**src/rtl/rv_pkg.sv**
```systemverilog
// Shared RV32 definitions for the EX-stage multiply/divide slice.
// M-extension funct3 codes, FSM encoding and operand-sign helpers.
package rv_pkg;

    localparam int XLEN = 32;

    localparam logic [2:0] F3_MUL    = 3'b000;
    localparam logic [2:0] F3_MULH   = 3'b001;
    localparam logic [2:0] F3_MULHSU = 3'b010;
    localparam logic [2:0] F3_MULHU  = 3'b011;
    localparam logic [2:0] F3_DIV    = 3'b100;
    localparam logic [2:0] F3_DIVU   = 3'b101;
    localparam logic [2:0] F3_REM    = 3'b110;
    localparam logic [2:0] F3_REMU   = 3'b111;

    typedef enum logic [1:0] {
        ST_IDLE = 2'd0,
        ST_CALC = 2'd1,
        ST_FIX  = 2'd2,
        ST_DONE = 2'd3
    } md_state_e;

    function automatic logic a_is_signed(input logic [2:0] op);
        return (op == F3_MUL) || (op == F3_MULH) || (op == F3_MULHSU) ||
               (op == F3_DIV) || (op == F3_REM);
    endfunction

    function automatic logic b_is_signed(input logic [2:0] op);
        return (op == F3_MUL) || (op == F3_MULH) ||
               (op == F3_DIV) || (op == F3_REM);
    endfunction

endpackage

```
**src/rtl/muldiv_sign_fix.sv**
```systemverilog
// Operand magnitude extraction and final sign / special-case result select.
// Purely combinational; the iterative core works on magnitudes only.
module muldiv_sign_fix
    import rv_pkg::*;
(
    input  logic [2:0]      in_op_i,
    input  logic [XLEN-1:0] in_a_i,
    input  logic [XLEN-1:0] in_b_i,
    output logic [XLEN-1:0] abs_a_o,
    output logic [XLEN-1:0] abs_b_o,
    input  logic [2:0]      fix_op_i,
    input  logic [XLEN-1:0] fix_a_i,
    input  logic [XLEN-1:0] fix_b_i,
    input  logic [XLEN-1:0] acc_hi_i,
    input  logic [XLEN-1:0] acc_lo_i,
    output logic [XLEN-1:0] res_o
);

    logic              a_neg;
    logic              b_neg;
    logic              div_zero;
    logic              div_ovf;
    logic [2*XLEN-1:0] prod;
    logic [XLEN-1:0]   quo;
    logic [XLEN-1:0]   rem;

    // Magnitudes of the incoming operands for the signedness of the new op
    always_comb begin
        abs_a_o = in_a_i;
        abs_b_o = in_b_i;
        if (a_is_signed(in_op_i) && in_a_i[XLEN-1]) abs_a_o = -in_a_i;
        if (b_is_signed(in_op_i) && in_b_i[XLEN-1]) abs_b_o = -in_b_i;
    end

    // Restore signs and pick the architectural result of the finished op
    always_comb begin
        a_neg    = a_is_signed(fix_op_i) && fix_a_i[XLEN-1];
        b_neg    = b_is_signed(fix_op_i) && fix_b_i[XLEN-1];
        prod     = {acc_hi_i, acc_lo_i};
        if (a_neg ^ b_neg) prod = -prod;
        quo      = (a_neg ^ b_neg) ? -acc_lo_i : acc_lo_i;
        rem      = a_neg ? -acc_hi_i : acc_hi_i;
        div_zero = (fix_b_i == '0);
        div_ovf  = ((fix_op_i == F3_DIV) || (fix_op_i == F3_REM)) &&
                   (fix_a_i == {1'b1, {(XLEN-1){1'b0}}}) &&
                   (fix_b_i == '1);
        res_o    = '0;
        unique case (fix_op_i)
            F3_MUL:
                res_o = prod[XLEN-1:0];
            F3_MULH, F3_MULHSU, F3_MULHU:
                res_o = prod[2*XLEN-1:XLEN];
            F3_DIV, F3_DIVU:
                res_o = div_zero ? '1 :
                        div_ovf  ? {1'b1, {(XLEN-1){1'b0}}} : quo;
            F3_REM, F3_REMU:
                res_o = div_zero ? fix_a_i :
                        div_ovf  ? '0 : rem;
            default:
                res_o = '0;
        endcase
    end

endmodule

```
**src/rtl/ex_muldiv_unit.sv**
```systemverilog
// Iterative RV32M multiply/divide unit sitting behind the ID/EX register.
// Shift-add multiplier and restoring divider share one 64-bit accumulator.
module ex_muldiv_unit
    import rv_pkg::md_state_e, rv_pkg::ST_IDLE, rv_pkg::ST_CALC,
           rv_pkg::ST_FIX, rv_pkg::ST_DONE;
#(
    parameter int XLEN  = 32,
    parameter int CNT_W = 5
) (
    input  logic            clk,
    input  logic            reset,
    input  logic            start_i,
    input  logic [2:0]      op_i,
    input  logic [XLEN-1:0] a_i,
    input  logic [XLEN-1:0] b_i,
    input  logic            flush_i,
    output logic            stall_o,
    output logic            busy_o,
    output logic            done_o,
    output logic [XLEN-1:0] result_o
);

    md_state_e       state_q, state_d;
    logic [CNT_W-1:0] cnt_q, cnt_d;
    logic [2:0]      op_q, op_d;
    logic [XLEN-1:0] a_q, a_d;
    logic [XLEN-1:0] b_q, b_d;
    logic [XLEN-1:0] mcand_q, mcand_d;
    logic [XLEN-1:0] hi_q, hi_d;
    logic [XLEN-1:0] lo_q, lo_d;
    logic [XLEN-1:0] res_q, res_d;

    logic [XLEN-1:0] abs_a;
    logic [XLEN-1:0] abs_b;
    logic [XLEN-1:0] fix_res;
    logic [XLEN:0]   add_sum;
    logic [XLEN:0]   div_sh;
    logic            div_ge;

    muldiv_sign_fix u_sign_fix (
        .in_op_i  (op_i),
        .in_a_i   (a_i),
        .in_b_i   (b_i),
        .abs_a_o  (abs_a),
        .abs_b_o  (abs_b),
        .fix_op_i (op_q),
        .fix_a_i  (a_q),
        .fix_b_i  (b_q),
        .acc_hi_i (hi_q),
        .acc_lo_i (lo_q),
        .res_o    (fix_res)
    );

    // Next-state, one-bit-per-cycle datapath step and handshake outputs
    always_comb begin
        state_d = state_q;
        cnt_d   = cnt_q;
        op_d    = op_q;
        a_d     = a_q;
        b_d     = b_q;
        mcand_d = mcand_q;
        hi_d    = hi_q;
        lo_d    = lo_q;
        res_d   = res_q;
        stall_o = 1'b0;
        done_o  = 1'b0;
        add_sum = {1'b0, hi_q} +
                  (lo_q[0] ? {1'b0, mcand_q} : {(XLEN+1){1'b0}});
        div_sh  = {hi_q, lo_q[XLEN-1]};
        div_ge  = (div_sh >= {1'b0, mcand_q});
        unique case (state_q)
            ST_IDLE: begin
                if (start_i && !flush_i) begin
                    stall_o = 1'b1;
                    state_d = ST_CALC;
                    cnt_d   = '0;
                    op_d    = op_i;
                    a_d     = a_i;
                    b_d     = b_i;
                    hi_d    = '0;
                    if (op_i[2]) begin
                        lo_d    = abs_a;
                        mcand_d = abs_b;
                    end else begin
                        lo_d    = abs_b;
                        mcand_d = abs_a;
                    end
                end
            end
            ST_CALC: begin
                if (flush_i) begin
                    state_d = ST_IDLE;
                end else begin
                    stall_o = 1'b1;
                    cnt_d   = cnt_q + 1'b1;
                    if (op_q[2]) begin
                        hi_d = div_ge ? XLEN'(div_sh - {1'b0, mcand_q})
                                      : div_sh[XLEN-1:0];
                        lo_d = {lo_q[XLEN-2:0], div_ge};
                    end else begin
                        hi_d = add_sum[XLEN:1];
                        lo_d = {add_sum[0], lo_q[XLEN-1:1]};
                    end
                    if (cnt_q == CNT_W'(XLEN-1)) state_d = ST_FIX;
                end
            end
            ST_FIX: begin
                if (flush_i) begin
                    state_d = ST_IDLE;
                end else begin
                    stall_o = 1'b1;
                    res_d   = fix_res;
                    state_d = ST_DONE;
                end
            end
            ST_DONE: begin
                done_o  = !flush_i;
                state_d = ST_IDLE;
            end
            default: state_d = ST_IDLE;
        endcase
    end

    // State and datapath registers with synchronous reset
    always_ff @(posedge clk) begin
        if (reset) begin
            state_q <= ST_IDLE;
            cnt_q   <= '0;
            op_q    <= '0;
            a_q     <= '0;
            b_q     <= '0;
            mcand_q <= '0;
            hi_q    <= '0;
            lo_q    <= '0;
            res_q   <= '0;
        end else begin
            state_q <= state_d;
            cnt_q   <= cnt_d;
            op_q    <= op_d;
            a_q     <= a_d;
            b_q     <= b_d;
            mcand_q <= mcand_d;
            hi_q    <= hi_d;
            lo_q    <= lo_d;
            res_q   <= res_d;
        end
    end

    assign busy_o   = (state_q != ST_IDLE);
    assign result_o = res_q;

endmodule

```
**config.mk**
```make
export PLATFORM = sky130hd
export DESIGN_NAME = ex_muldiv_unit
export DESIGN_NICKNAME = d
export VERILOG_FILES = /design/src/rtl/rv_pkg.sv /design/src/rtl/muldiv_sign_fix.sv /design/src/rtl/ex_muldiv_unit.sv
export SDC_FILE = /design/constraint.sdc
export NUM_CORES = 1
export LEC_CHECK = 0
export BUFFER_PORTS_ARGS = -buffer_cell sky130_fd_sc_hd__buf_2
export CAP_MARGIN = 30
export CORE_MARGIN = 1.5
export CORE_UTILIZATION = 55
export CTS_BUF_LIST = sky130_fd_sc_hd__clkbuf_16
export CTS_CLUSTER_SIZE = 28
export DETAILED_ROUTE_END_ITERATION = 10
export MAX_ROUTING_LAYER = met4
export PLACE_DENSITY_LB_ADDON = 0.2
export REMOVE_ABC_BUFFERS = 1
export SLEW_MARGIN = 20
export SYNTH_ARGS = -nofsm -noshare
export SYNTH_HDL_FRONTEND = slang
export SYNTH_SLANG_ARGS = --single-unit
```
**constraint.sdc**
```tcl
create_clock -name clk -period 9 [get_ports clk]
set_input_delay 0.45 -clock clk [delete_from_list [all_inputs] [get_ports clk]]
set_output_delay 0.45 -clock clk [all_outputs]
set_load 0.02 [all_outputs]
```
Word level (Yosys, flattened, before mapping) --
Index checks and enable logic that the tools add are counted.
Storage, ports and cells: logic and storage cells 109, memory bits (writable) 0, memories kept 0, register bits after elaboration 202, output and inout port bits 35, bits in latches 0, ROM bits 0
Cells by class: equal/unequal tests 20, add/sub/neg operators 8, bitwise gates (word level) 2, $lt $le $gt $ge 1, divide/modulo/power cells 0, mux-type cells 34, multipliers 0, reductions and logical operators 35, shift-type cells 0
Operators by type and width (number):
- $mux W32 | 18
- $neg A32 Y32 | 4
- $pmux W32 S2 | 2
- $pmux W32 S4 | 1
- $eq A32 B32 Y1 const B | 2
- $mux W64 | 1
- $neg A64 Y64 | 1
- $add A32 B32 Y33 | 1
- $ge A33 B32 Y1 | 1
- $logic_not A32 Y1 | 1
- $sub A32 B32 Y32 | 1
- $eq A3 B3 Y1 const B | 6
- $logic_or A1 B1 Y1 | 13
- $mux W5 | 2
- $pmux W5 S2 | 1
- $eq A3 B2 Y1 const B | 3
- $mux W2 | 4
- $pmux W2 S4 | 1
- $logic_and A1 B1 Y1 | 7
- $eq A3 B1 Y1 const B | 2
- $logic_not A3 Y1 | 2
- $reduce_and A2 Y1 | 3
- $reduce_or A2 Y1 | 3
- $add A5 B1 Y5 const B | 1
- 14 further kinds | 19

Logic depth before layout (Yosys ltp) --
word-level depth 11, gate-level depth with buffers 14, gate-level depth less buffers 13

By module --
From an unflattened synthesis, not the netlist that was laid out.
Unflattened totals: cells, all modules 2354, area, all modules 17280.3 µm²
Modules (own cells, without submodules):
- ex_muldiv_unit | area an instance 12419.4 µm², instances 1, cells each 1601
- muldiv_sign_fix | area an instance 4860.9 µm², instances 1, cells each 753

Least setup slack after synthesis --
OpenSTA, ideal clock, no wires.
path type reg2reg, start register lo_q[0], end register hi_q[30], stages on the path, launching flop included 14, data arrival time 3.005 ns, slack 5.917 ns, library setup time 0.078 ns, clock period less this slack 3.083 ns, data required time 8.922 ns, path through dfxtp_1 -> inv_1 -> clkbuf_1 -> nor2_1 -> ha_1 -> clkbuf_1 -> nand4_1 -> or3_1 -> o211ai_1 -> nor2_1 -> o31ai_1 -> mux2_2 -> and3_1 -> nor3_1
On the way: word-level cells in the longest chain between the ends 5
RTL lines:
- from (decl) | line ex_muldiv_unit.sv:30 | logic [XLEN-1:0] lo_q, lo_d;
- from (signal assigned) | line ex_muldiv_unit.sv:144 | lo_q <= lo_d;
- $mux W32 | line ex_muldiv_unit.sv:68 | (lo_q[0] ? {1'b0, mcand_q} : {(XLEN+1){1'b0}});
- $add A32 B32 Y33 | line ex_muldiv_unit.sv:67 | add_sum = {1'b0, hi_q} +
- $mux W32 | line ex_muldiv_unit.sv:96 | if (op_q[2]) begin
- $mux W32 | line ex_muldiv_unit.sv:91 | if (flush_i) begin
- $pmux W32 S2 | line ex_muldiv_unit.sv:71 | unique case (state_q)
- to (signal assigned) | line ex_muldiv_unit.sv:143 | hi_q <= hi_d;
- to (decl) | line ex_muldiv_unit.sv:29 | logic [XLEN-1:0] hi_q, hi_d;
No other way between the ends. The select of a mux whose other input is x is not followed. A chain may end at the register's enable or synchronous reset.

Worst setup path after layout --
start register lo_q[0], end register res_q[16] (netlist: result_o[16])
On the way: word-level cells in the longest chain between the ends 5, elaborated cells on any way between the ends 7, those cells by class 2 x add/sub; 5 x mux
RTL lines:
- $neg A32 Y32 | line muldiv_sign_fix.sv:41 | quo = (a_neg ^ b_neg) ? -acc_lo_i : acc_lo_i;
- $mux W32 | line muldiv_sign_fix.sv:41
- $mux W32 | line muldiv_sign_fix.sv:55 | div_ovf ? {1'b1, {(XLEN-1){1'b0}}} : quo;
- $mux W32 | line muldiv_sign_fix.sv:54 | res_o = div_zero ? '1 :
- $pmux W32 S4 * | line muldiv_sign_fix.sv:48 | unique case (fix_op_i)
- to (signal assigned) | line ex_muldiv_unit.sv:145 | res_q <= res_d;
- to (decl) | line ex_muldiv_unit.sv:31 | logic [XLEN-1:0] res_q, res_d;
Every way passes the cells marked *; elsewhere a longest branch is shown, timed or not.

==> results.md <==
- Synth Area in Compound Gates: 27.6%
- Post-synth EDFFs: 0
- Mux cell area share after synthesis: 3.52%
- Hold Buf Count CTS: 0
- Pwr per Cell Area: 161 nW/µm²
- Hold Vio Cnt, Final: 0
- Synthesized-area fraction occupied by adder cells: 5.78%
- Leakage: about 7.3 nW
- Synth Area in Simple Gates: 23.2%
- Worst hold path class: in2reg
- Worst Path Arrival: 4.43 ns
- Post-synthesis sequential area ratio: 23.9%
- CP Max Fanout: 33
- Io pins: ~110
- Cell taking the most area after synthesis: dfxtp_1
- Chip Width: ~180 µm
- Worst EP required: between 9 and 10 ns
- Hold WS: 0.179 ns
- H-tree depth: 1
- Total power: 2.96 mW
- Via count: 18,200
- Layout cells sized above 1: roughly 8.9%
- Clock transition at path regs: 0.06 ns
- First-pass GRT wire length: 95,700 µm
- Seq cells post-synth: 202
- Critical Path Source Type: register
- DR WL/cell: 22.5 µm
- Die Y: about 180 µm
- Pin count of the biggest net entering global routing: just over 100
- Vias in the first global route: between 15,000 and 20,000
- Clk Latency, worst-skew pair: 0.54 ns
- CTS Sinks: 202
- TritonRoute pass-1 iters: 5
- Number of max-cap violations: 0
- Top_reg_cell synth: dfxtp_1
- Worst-Margin Slew: 0.954 ns
- Most common cell in the netlist: nand2_1
- Syn-to-layout area delta: 8.49%
- Worst VDD drop: 0.155 mV
- Synth cell count leaders: 352 x nand2_1, 280 x a21oi_1, 253 x nor2_1, 202 x dfxtp_1, 152 x clkbuf_1
- XOR/XNOR Fraction of Synth Area: 10.2%
- Root Buffer: clkbuf_16
- Mapped Cells: 2,402
- Fin Setup TNS: 0 ns
- Grt total ovfl: 0
- Detail Placement HPWL: 47,400 µm
- Initial DRC count: between 2,000 and 2,500
- Final nets: 2,538
- RSZ-0062 raised after global routing: false
- Layout Skew: around 0.018 ns
- Full die area: 31,900 µm²
- Vias/cell: approximately 6.5
- Final ANT Viol Nets: 0
- Crit. End Element: register
- Max clock buf depth: 3
- Critical path's largest stage delay: around 0.52 ns
- Routed wire length: 63,000 µm
- Slowest stage cell, crit path: inv_2
- Mapped Area: 16,900 µm²
- Syn Area/Cell: 7.05 µm²
- Status: completed
- Final setup violation count: 0
- Initial core utilization: a little under three fifths
- Max_slew headroom: around 36%
- Synthesis Warnings: 0
- PortBufs: 105
- Final slew viol count: 0
- Largest family of logic cells by synthesized area: compound AO/OA/AOI/OAI gates
- Fmax: around 250 MHz
- Core ar.: 30,400 µm²
- WS Path Type: reg2reg
- # Post-CTS Setup Buffers: 0
- Worst-path cell chain: inv_2 -> ha_1 -> nor3b_1 -> nand4_1 -> nor4_4 -> and2_4 -> a21oi_1 -> xnor2_1 -> o22ai_1 -> a211oi_1 -> a2111oi_0
- Final worst path period need: 4.02 ns
- Final Cycle Share: between 40% and 50%
- Num CTS Buffers: 25
- Share of the synthesized area in the top cell type: 23.9%
- Fraction of registers with async set/reset: 0%
- Global Route Usage Sum: 39.9%
- CTS tree: yes
- Row Count: 64
- Synth top area cells: dfxtp_1 24%, a21oi_1 8.3%, nand2_1 7.8%
- DRC Markers: 0
- GPL Wtd Cong: 1.03
- Synth cell types: 74
- Post-CTS Resized: 0
- Initial antenna violation count: 0
## cell families after synthesis
family          Yosys count
simple gates            870
mux                      58
buf+inv                 249
xor+xnor                198
flops                   202
fa+ha+maj                77
compound gates          748
## worst max-delay path, delay by kind of cell (launching register included)
kind / cells / cell delay, ns
AND/OR/NAND/NOR: 4 / 1.77
buffers and inverters: 1 / 0.52
AO/OA/AOI/OAI: 4 / 0.76
flip-flops: 1 / 0.37
adder cells (fa/ha/maj): 1 / 0.29
XOR/XNOR: 1 / 0.17
## cell type report
cell class / instances / area (µm²)
Timing Repair Buffer: 134 / 766
Clock inverter: 19 / 200
Tap cell: 396 / 495
Multi-Input combinational cell: 1951 / 12000
Inverter: 76 / 285
Fill cell: 2877 / 12100
Clock buffer: 25 / 626
Sequential cell: 202 / 4050
Antenna cell: 1 / 2.50
## layer usage
layer,share of wire (%),GRT usage (%),wire (µm),vias to the layer above
li1,-,-,-,8598
met1,41,51.0,26100,8544
met2,46,62.8,28800,892
met3,8.9,6.86,5640,165
met4,3.9,15.5,2430,0
met5,0,-,0,-
## final timing paths
| path | start | endpoint | slack (ns) | cells past startpoint |
|---|---|---|---|---|
| setup / recovery | lo_q[0]$_SDFFE_PP0P_ | result_o[16]$_SDFFE_PP0P_ | 4.98 | 11 |
| hold reg to reg | result_o[29]$_SDFFE_PP0P_ | result_o[29]$_SDFFE_PP0P_ | 0.45 | 1 |
| setup reg to reg | lo_q[0]$_SDFFE_PP0P_ | result_o[16]$_SDFFE_PP0P_ | 4.98 | 11 |
| hold / removal | b_i[9] | b_q[9]$_SDFFE_PP0P_ | 0.18 | 3 |
## through the flow
step	util (%)	std cells	setup slack (ns)	instance area, µm²
after CTS	60.3	2801	5.06	18300
after detailed placement	57.5	2757	5.08	17500
after floorplan	-	2229	4.44	16200
after global routing	60.4	2803	4.70	18400
after global placement	57.5	2757	4.86	17500
final	60.4	2804	4.98	18400
## registers in the layout (all words and copies together) (netlist names), 3 cells and up
signal,cells
op_q,3
hi_q,32
mcand_q,32
lo_q,32
a_q,32
result_o,32
cnt_q,5
b_q,32
## power by group
part	switching, mW	total [mW]	internal, mW	leakage [nW]
combinational	0.594	0.906	0.313	5.26
sequential	0.0761	1.02	0.944	1.64
clock	0.420	1.04	0.618	0.403
## placed cells by master, fill, tap and decap left out, drive strengths merged, types with 20 or more instances in the layout
cell type / n
a211oi: 50
a21o: 38
a21oi: 280
a221oi: 22
a22oi: 20
a31oi: 27
buf: 134
clkbuf: 25
dfxtp: 202
ha: 75
inv: 79
mux2i: 46
nand2: 352
nand4: 27
nor2: 253
nor3: 77
nor4: 46
o211ai: 32
o21ai: 142
o31ai: 22
xnor2: 120
xor2: 78
Note: power is estimated with default switching activity, not from simulation.
